**config.mk**
```make
export PLATFORM = sky130hd
export DESIGN_NAME = konark_boot_sequencer
export DESIGN_NICKNAME = d
export VERILOG_FILES = /design/src/rtl/konark_boot_sequencer.sv
export SDC_FILE = /design/constraint.sdc
export NUM_CORES = 1
export LEC_CHECK = 0
export CORE_ASPECT_RATIO = 1.5
export CORE_UTILIZATION = 49
export CTS_CLUSTER_DIAMETER = 40
export DETAILED_ROUTE_END_ITERATION = 6
export HOLD_SLACK_MARGIN = 0.08
export PLACE_DENSITY = 0.85
export SLEW_MARGIN = 20
export SYNTH_ARGS = -nofsm -noshare
export SYNTH_HDL_FRONTEND = slang
export SYNTH_SLANG_ARGS = --single-unit
```
**constraint.sdc**
```tcl
create_clock -name clk_i -period 4.5 [get_ports clk_i]
set_input_delay 0.9 -clock clk_i [delete_from_list [all_inputs] [get_ports clk_i]]
set_output_delay 0.9 -clock clk_i [all_outputs]
set_load 0.05 [all_outputs]
```
**src/rtl/konark_boot_sequencer.sv**
```systemverilog
// Multi-cluster boot sequencer: waits a programmable delay, writes the entry point into each selected cluster's scratch register, then raises msip for every cluster whose write succeeded.
// Latency: first write request StartupDelay+1 cycles after start; >= 2 cycles per cluster; DONE/msip 1 cycle after the last response.
// Backpressure: one write outstanding; WRITE holds addr/data/valid until wr_ready_i, with no timeout. Responses are always accepted.
//
// Ports:
//   clk_i, rst_ni                    clock, async active-low reset
//   start_i, cluster_mask_i,         level start request; mask/base/entry are latched when
//   cluster_base_addr_i, entry_point_i  start_i is seen in IDLE
//   irq_clear_i                      clears every msip_o bit (a same-cycle DONE-entry set wins)
//   wr_valid_o/wr_ready_i/wr_addr_o/wr_data_o   write request channel
//   wr_rsp_valid_i/wr_rsp_err_i      write response (always ready)
//   msip_o                           bit c*NrCores+k drives core k of cluster c
//   busy_o, done_o, err_o            status; err_o is sticky until the next start

module konark_boot_sequencer #(
  parameter int                   NrClusters    = 4,
  parameter int                   NrCores       = 9,
  parameter int                   AddrWidth     = 48,
  parameter int                   DataWidth     = 64,
  parameter logic [AddrWidth-1:0] ClusterStride = 'h4_0000,
  parameter logic [AddrWidth-1:0] ScratchOffset = 'h3_0180,
  parameter int                   StartupDelay  = 300
) (
  input  logic                          clk_i,
  input  logic                          rst_ni,
  input  logic                          start_i,
  input  logic [NrClusters-1:0]         cluster_mask_i,
  input  logic [AddrWidth-1:0]          cluster_base_addr_i,
  input  logic [DataWidth-1:0]          entry_point_i,
  input  logic                          irq_clear_i,
  output logic                          wr_valid_o,
  input  logic                          wr_ready_i,
  output logic [AddrWidth-1:0]          wr_addr_o,
  output logic [DataWidth-1:0]          wr_data_o,
  input  logic                          wr_rsp_valid_i,
  input  logic                          wr_rsp_err_i,
  output logic [NrClusters*NrCores-1:0] msip_o,
  output logic                          busy_o,
  output logic                          done_o,
  output logic                          err_o
);

  localparam int IdxW = (NrClusters > 1) ? $clog2(NrClusters) : 1;
  // The counter only has to reach StartupDelay-1.
  localparam int CntW = (StartupDelay > 1) ? $clog2(StartupDelay) : 1;

  typedef enum logic [2:0] {
    S_IDLE,
    S_WAIT,
    S_WRITE,
    S_RESP,
    S_DONE
  } state_e;

  state_e                        state_q, state_d;
  logic [CntW-1:0]               cnt_q, cnt_d;
  logic [NrClusters-1:0]         mask_q, mask_d;
  logic [AddrWidth-1:0]          base_q, base_d;
  logic [IdxW-1:0]               idx_q, idx_d;
  logic [NrClusters-1:0]         ok_q, ok_d;
  logic                          err_q, err_d;
  logic [AddrWidth-1:0]          addr_q, addr_d;
  logic [DataWidth-1:0]          data_q, data_d;
  logic [NrClusters*NrCores-1:0] msip_q, msip_d;

  // Lowest set mask bit at or above 'from'; MSB of the result flags "found".
  function automatic logic [IdxW:0] pick_from(input logic [NrClusters-1:0] m, input int from);
    logic [IdxW:0] r;
    r = '0;
    for (int i = NrClusters - 1; i >= 0; i--) begin
      if (m[i] && (i >= from)) r = {1'b1, IdxW'(i)};
    end
    return r;
  endfunction

  logic [NrClusters-1:0]         pick_mask;
  logic [AddrWidth-1:0]          pick_base;
  int                            pick_lo;
  logic [IdxW:0]                 pick;
  logic [AddrWidth-1:0]          pick_addr;
  logic                          enter_done;
  logic [NrClusters*NrCores-1:0] msip_set;

  // Next-cluster selection. In IDLE the choice is made on the live inputs
  // because a zero StartupDelay goes straight to WRITE on the start edge.
  always_comb begin
    pick_mask = mask_q;
    pick_base = base_q;
    pick_lo   = 0;
    if (state_q == S_IDLE) begin
      pick_mask = cluster_mask_i;
      pick_base = cluster_base_addr_i;
    end
    if (state_q == S_RESP) pick_lo = int'(idx_q) + 1;
    pick      = pick_from(pick_mask, pick_lo);
    // Address arithmetic wraps at AddrWidth bits.
    pick_addr = pick_base + AddrWidth'(pick[IdxW-1:0]) * ClusterStride + ScratchOffset;
  end

  always_comb begin
    state_d    = state_q;
    cnt_d      = cnt_q;
    mask_d     = mask_q;
    base_d     = base_q;
    idx_d      = idx_q;
    ok_d       = ok_q;
    err_d      = err_q;
    addr_d     = addr_q;
    data_d     = data_q;
    enter_done = 1'b0;

    unique case (state_q)
      S_IDLE: begin
        if (start_i) begin
          mask_d = cluster_mask_i;
          base_d = cluster_base_addr_i;
          data_d = entry_point_i;
          ok_d   = '0;
          err_d  = 1'b0;
          cnt_d  = '0;
          if (cluster_mask_i == '0) begin
            state_d    = S_DONE;
            enter_done = 1'b1;
          end else if (StartupDelay == 0) begin
            state_d = S_WRITE;
            idx_d   = pick[IdxW-1:0];
            addr_d  = pick_addr;
          end else begin
            state_d = S_WAIT;
          end
        end
      end

      S_WAIT: begin
        cnt_d = cnt_q + CntW'(1);
        if (32'(cnt_q) == StartupDelay - 1) begin
          state_d = S_WRITE;
          idx_d   = pick[IdxW-1:0];
          addr_d  = pick_addr;
        end
      end

      S_WRITE: begin
        if (wr_ready_i) state_d = S_RESP;
      end

      S_RESP: begin
        if (wr_rsp_valid_i) begin
          if (wr_rsp_err_i) err_d = 1'b1;
          else              ok_d[idx_q] = 1'b1;
          if (pick[IdxW]) begin
            state_d = S_WRITE;
            idx_d   = pick[IdxW-1:0];
            addr_d  = pick_addr;
          end else begin
            state_d    = S_DONE;
            enter_done = 1'b1;
          end
        end
      end

      S_DONE: begin
        // Start is level-sensitive: it must drop before another run.
        if (!start_i) state_d = S_IDLE;
      end

      default: state_d = S_IDLE;
    endcase
  end

  // Broadcast set on DONE entry; it is OR-ed after the clear so it wins.
  always_comb begin
    msip_set = '0;
    for (int c = 0; c < NrClusters; c++) begin
      msip_set[c*NrCores +: NrCores] = {NrCores{ok_d[c]}};
    end
    msip_d = irq_clear_i ? '0 : msip_q;
    if (enter_done) msip_d = msip_d | msip_set;
  end

  always_ff @(posedge clk_i or negedge rst_ni) begin
    if (!rst_ni) begin
      state_q <= S_IDLE;
      cnt_q   <= '0;
      mask_q  <= '0;
      base_q  <= '0;
      idx_q   <= '0;
      ok_q    <= '0;
      err_q   <= 1'b0;
      addr_q  <= '0;
      data_q  <= '0;
      msip_q  <= '0;
    end else begin
      state_q <= state_d;
      cnt_q   <= cnt_d;
      mask_q  <= mask_d;
      base_q  <= base_d;
      idx_q   <= idx_d;
      ok_q    <= ok_d;
      err_q   <= err_d;
      addr_q  <= addr_d;
      data_q  <= data_d;
      msip_q  <= msip_d;
    end
  end

  assign wr_valid_o = (state_q == S_WRITE);
  assign wr_addr_o  = addr_q;
  assign wr_data_o  = data_q;
  assign msip_o     = msip_q;
  assign busy_o     = (state_q == S_WAIT) || (state_q == S_WRITE) || (state_q == S_RESP);
  assign done_o     = (state_q == S_DONE);
  assign err_o      = err_q;

endmodule
```
==> results of run 1 <==
-- per-layer routing --
layer,vias to the layer above,wire [µm],GRT usage [%]
met4,0,1460,14.5
met3,102,1550,4.28
li1,4273,-,-
met2,342,14700,46.6
met5,-,0,0
met1,4343,10400,30.3
-- state kept, by name, indices dropped and copies added, names as in the netlist, 2 cells and up --
| register | count |
|---|---|
| wr_addr_o | 48 |
| base_q | 48 |
| mask_q | 4 |
| state_q | 3 |
| cnt_q | 9 |
| msip_o | 36 |
| ok_q | 4 |
| wr_data_o | 64 |
| idx_q | 2 |
-- cell usage after synthesis, types with 12 or more instances --
library cell | instances | area, µm²
nand4_1 | 15 | 93.8
mux2i_1 | 41 | 410
xor2_1 | 21 | 184
nand2_1 | 421 | 1580
o21ai_0 | 89 | 445
a21oi_1 | 14 | 70.1
nor2_1 | 35 | 131
nand3_1 | 26 | 130
clkbuf_1 | 31 | 116
buf_2 | 19 | 95.1
and3_1 | 12 | 75.1
dfrtp_1 | 219 | 5480
nor3_1 | 13 | 65.1
inv_1 | 42 | 158
-- final timing paths --
path	startpoint	to	slack (ns)	cells after the start
setup / recovery	state_q[0]	wr_addr_o[35]	0.65	10
hold / removal	rst_ni	base_q[41]	0.38	1
setup reg to reg	state_q[0]	wr_addr_o[35]	0.65	10
hold reg to reg	base_q[2]	base_q[2]	0.47	2
max in group asynchronous	rst_ni	base_q[19]	3.12	2
min in group clk_i	base_q[2]	base_q[2]	0.47	2
-- logic make-up (layout without fill, tap and decap cells) --
logic type / count (synthesis) / after routing / share of synthesized area (%)
AO/OA/AOI/OAI: 150 / 150 / 9.11
buffers and inverters: 100 / 377 / 4.06
XOR/XNOR: 32 / 32 / 2.72
multiplexers: 53 / 53 / 5.41
adder cells (fa/ha/maj): 8 / 8 / 0.973
flip-flops: 219 / 219 / 53.3
AND/OR/NAND/NOR: 577 / 577 / 24.5
-- cell type report --
type                    count  area, µm²  share of cell area, %
inverters                  42        158                   1.11
multi-input cells         820       4420                   31.1
flip-flops and latches    219       5480                   38.6
clock inverters            17        251                   1.77
repair buffers            288       2850                   20.1
well taps                 264        330                   2.33
clock buffers              30        697                   4.91
-- through the flow --
step           hold slack, ns  total power [mW]  cells
6_report                0.382              10.3   1680
5_1_grt                 0.426              10.8   1680
3_5_place_dp            0.459              7.98   1633
4_1_cts                 0.427              10.3   1680
3_3_place_gp            0.454              7.85   1633
2_1_floorplan           0.442              6.35   1139
-- layout by cell type, fill, tap and decap left out, types with 3 or more instances in the layout --
master and instances:
nand2_1 420, clkdlybuf4s50_1 273, dfrtp_1 219, o21ai_0 89, inv_1 42, mux2i_1 41
nor2_1 35, clkbuf_16 27, nand3_1 26, xor2_1 21, nand4_1 15, a21oi_1 14
buf_4 14, nor3_1 13, and3_1 12, o21ai_1 11, mux2_2 11, xnor2_1 11
ha_1 8, or2_2 7, a31oi_1 7, nand2b_1 6, nor3b_1 5, nor4_1 5
bufinv_16 5, a22o_1 4, and2_1 4, nor2b_1 4, nor4_2 4, o31ai_2 3
clkinvlp_4 3, inv_6 3, inv_8 3
-- power breakdown --
part / internal, mW / switching (mW) / leakage (nW)
clock: 1.42 / 0.884 / 0.457
combinational: 1.64 / 3.09 / 3.35
sequential: 2.69 / 0.545 / 2.83
==> flow_metrics.py, run 1 <==
metrics = {
    "setup_path": {
        "path_cells": "nor3_4 > o221ai_1 > a21oi_1 > nor2_1 > ha_1 > or2_2 > o41ai_4 > nor3b_1 > xor2_1 > o21ai_0",
        "end_kind": "flip-flop",
        "setup.worst_path.class": "flip-flop to flip-flop",
        "crit_path_start_kind": "flip-flop",
        "cp.arrival_ns": 4.28,
        "max_stage_delay_ns": 0.71,
        "critPathBufInv": 0,
        "crit_fanout": 21,
        "critical_path_required_ns": 4.93,
        "cp_top_family": "compound AO/OA/AOI/OAI gates",
        "cp_slowest_cell": "o41ai_4",
    },
    "status": {
        "run_status": "completed",
    },
    "grt": {
        "grt_max_degree": 101,
        "antenna_found_initial": 0,
        "grt_usage_pct": 26.5,
        "first_global_vias": 9232,
        "grt_first_pass_wirelength_um": 46100,
        "grt_overflow": 0,
    },
    "finish": {
        "num-fill-cells": 1617,
        "layout.nets": 1528,
        "utilization_pct": 69.2,
        "area_growth_syn_to_layout_pct": 37.9,
        "antennaDiodeCount": 0,
        "drive_gt1_share_pct": 6.92,
        "stdcell_area_um2": 14200,
    },
    "floorplanning": {
        "pin_count": 275,
        "initial_core_util_pct": 50.2,
        "num_rows": 64,
        "dieWidth_um": 120,
        "die_area_um2": 21600,
        "core_area_um2": 20500,
        "fp.dieH_um": 179,
    },
    "power": {
        "power_density_nw_per_um2": 724,
        "p_leak_nw": 6.63,
        "ir_drop_uv": 573,
    },
    "synthesis": {
        "ys_ff_latch": 219,
        "synth.avg_cell_area_um2": 9.04,
        "synth_cell_types": 61,
        "synthArstFlopShare_pct": 100,
        "synth_top_flop_cell": "dfrtp_1",
        "synth_fp_nets": 1270,
        "syn_inst": 1139,
        "yosysWarnings": 0,
        "synth-edff-count": 0,
        "synth_area_um2": 10300,
        "synth.yosys.seq_area_share_pct": 53.3,
    },
    "routing": {
        "wl_per_cell_um": 16.7,
        "drt_iter0_drc": 574,
        "remaining_drc_errors": 0,
        "final_antenna_net_count": 0,
        "first_pass_iters": 5,
        "viasPerCell": 5.39,
        "route.vias.total": 9060,
        "finalWirelength_um": 28100,
    },
    "sta": {
        "rsz0062_at_grt": "false",
        "finalSetupViolCount": 0,
        "max_freq_mhz": 260,
        "setup-tns-final_ns": 0,
        "slew_headroom_pct": 35.2,
        "worst_pin_slew_ns": 0.968,
        "finalCritPeriodShare_pct": 85.5,
        "fin_crit_ns": 3.85,
        "finalHoldViolations": 0,
        "clock_skew_ns": 0.0182,
        "slew_violations": 0,
        "fin_ws_ns": 0.653,
    },
    "cts": {
        "clockRootBuffer": "clkbuf_16",
        "postCtsHoldBufs": 0,
        "cts-htree-levels": 1,
        "cts.sinks": 219,
        "numCtsBuffers": 26,
        "cts.repair.resized": 0,
        "clockBufferDepth": 3,
        "path_clk_slew_ns": 0.07,
        "clk_latency_ns": 0.53,
        "cts_setup_buffers": 0,
        "cts_tree": "done",
    },
    "placement": {
        "io_buffers": 274,
        "post-place-ws_ns": 0.367,
        "post_dp_cell_area_um2": 13200,
        "dp_hpwl_um": 19900,
        "gp_congestion": 0.868,
    },
    "job": {
        "maxCapViolations": 0,
    },
    "worst_hold_path": {
        "min_path_type": "input port to async pin",
    },
}
No activity file was read; power rests on OpenSTA's default activity.
==> inputs of run 2 (changes only) <==
- clock period: 4.5 -> 3.8 ns (I/O delays scaled with it)
==> run 2 against run 1 <==
Clock-buffer cell count rose by 3. Via count fell by 0.11%. Non-clock buffer count rose by 9. Final cell count rose by 0.36%. Sequential share of layout area rose by 0.12 points. Utilization fell by 0.22 points. Sequential power rose by 17%. Register-to-register slack got worse by 0.38 ns. Critical path depth did not move.
==> flow_metrics.py, run 2 (same netlist as run 1, synthesis figures left out) <==
metrics = {
    "power": {
        "p_switching_mw": 5.30,
        "power_frac_seq_pct": 31.8,
        "p_leak_nw": 6.64,
        "power.share.switching_pct": 44.5,
        "p_int_mw": 6.60,
        "power_density_nw_per_um2": 841,
        "combinationalPowerShare_pct": 47.8,
        "p_total_mw": 11.9,
        "ir_drop_uv": 570,
        "clockPowerShare_pct": 20.4,
    },
    "routing": {
        "remaining_drc_errors": 0,
        "route.vias.total": 9050,
        "first_pass_iters": 7,
        "wl_per_cell_um": 16.5,
        "drt_iter0_drc": 627,
        "viasPerCell": 5.37,
        "finalWirelength_um": 27800,
        "final_antenna_net_count": 0,
    },
    "finish": {
        "antennaDiodeCount": 0,
        "largest_reg_flops": 64,
        "drive_gt1_share_pct": 7.45,
        "stdcell_count": 1686,
        "layout.nets": 1535,
        "final_cell_mix": "nand2_1 (420), clkdlybuf4s50_1 (272), dfrtp_1 (219), o21ai_0 (89), inv_1 (42)",
        "area_growth_syn_to_layout_pct": 37.4,
        "final_common_cell": "nand2_1",
    },
    "setup_path": {
        "cp_top_family": "compound AO/OA/AOI/OAI gates",
        "cp_slowest_cell": "o41ai_4",
        "cp.arrival_ns": 3.94,
        "end_kind": "flip-flop",
        "critical_path_required_ns": 4.21,
        "setup.worst_path.class": "flip-flop to flip-flop",
        "crit_fanout": 10,
        "crit_path_start_kind": "flip-flop",
        "max_stage_delay_ns": 0.70,
        "path_cells": "or3_2 > a211oi_1 > nor3_1 > o22a_1 > ha_1 > or2_2 > o41ai_4 > nor3b_1 > xor2_1 > o21ai_0",
        "critPathBufInv": 0,
    },
    "cts": {
        "cts_setup_buffers": 0,
        "clockRootBuffer": "clkbuf_16",
        "cts-htree-levels": 1,
        "cts_tree": "done",
        "cts.repair.resized": 0,
        "numCtsBuffers": 24,
        "postCtsHoldBufs": 0,
        "cts.sinks": 219,
        "clockBufferDepth": 3,
        "path_clk_slew_ns": 0.07,
        "clk_latency_ns": 0.52,
    },
    "placement": {
        "gp_congestion": 0.877,
        "io_buffers": 274,
        "dp_cells": 1642,
        "dp_hpwl_um": 19700,
    },
    "floorplanning": {
        "core_area_um2": 20500,
        "num_rows": 64,
        "pin_count": 275,
        "die_area_um2": 21600,
        "initial_core_util_pct": 50.2,
        "dieWidth_um": 120,
        "fp.dieH_um": 179,
    },
    "grt": {
        "grt_first_pass_wirelength_um": 46000,
        "first_global_vias": 9376,
        "grt_max_degree": 90,
        "grt_usage_pct": 26.4,
        "grt_overflow": 0,
        "antenna_found_initial": 0,
    },
    "sta": {
        "slew_violations": 0,
        "fin_crit_ns": 3.53,
        "max_freq_mhz": 284,
        "clock_skew_ns": 0.0191,
        "slew_headroom_pct": 40.4,
        "setup-tns-final_ns": 0,
        "worst_pin_slew_ns": 0.886,
        "finalCritPeriodShare_pct": 92.8,
        "finalHoldViolations": 0,
        "rsz0062_at_grt": "false",
        "finalSetupViolCount": 0,
    },
    "job": {
        "maxCapViolations": 0,
    },
    "status": {
        "run_status": "completed",
    },
    "worst_hold_path": {
        "min_path_type": "input port to async pin",
    },
}
## run 2: changes by cell type in the layout (fill, tap and decap cells not counted), moves of 2 or more
cell | previous run | this run
buf_4 | 14 | 23
clkbuf_16 | 27 | 25
clkbuf_8 | 1 | 7
clkinvlp_4 | 3 | 0
bufinv_16 | 5 | 1
## run 2: worst paths after layout
kind	slack, ns	from	to	depth (start not counted)
worst max-delay path	0.27	state_q[1]	wr_addr_o[35]	10
worst min-delay path	0.21	rst_ni	base_q[41]	1
worst max register to register	0.27	state_q[1]	wr_addr_o[35]	10
worst min register to register	0.47	wr_data_o[34]	wr_data_o[34]	2
max in group asynchronous	2.59	rst_ni	base_q[25]	2
min in group clk_i	0.47	wr_data_o[34]	wr_data_o[34]	2
## run 2: area by class of cell
class,count,area (µm²)
Clock buffer,33,726
Clock inverter,11,115
Fill cell,1601,6360
Inverter,42,158
Multi-Input combinational cell,820,4420
Sequential cell,219,5480
Tap cell,264,330
Timing Repair Buffer,297,2920
## run 2: power by group through the flow
stage                     logic, mW  clock network [mW]  registers (mW)
after global routing           6.07                2.58            3.90
after detailed placement       5.69                   0            3.80
after global placement         5.56                   0            3.77
after floorplan                1.95                   0            5.57
after CTS                      5.71                2.46            3.78
final                          5.69                2.43            3.78
## run 2: through the flow
stage | instance area (µm²) | hold slack, ns | worst slack [ns] | utilization, %
after CTS | 14100 | 0.272 | 0.275 | 69.0
after floorplan | 10300 | 0.442 | 0.245 | -
final | 14100 | 0.210 | 0.274 | 69.0
after global placement | 13300 | 0.453 | -0.0647 | 64.9
after global routing | 14100 | 0.265 | 0.0372 | 69.0
after detailed placement | 13300 | 0.461 | -0.179 | 64.9
## run 2: per-layer routing
metal	vias to the layer above	part of all wire [%]	global-route usage, %
li1	4289	-	-
met1	4327	37	29.5
met2	325	52	47.1
met3	109	5.4	4.57
met4	0	5.4	14.0
met5	-	0	0
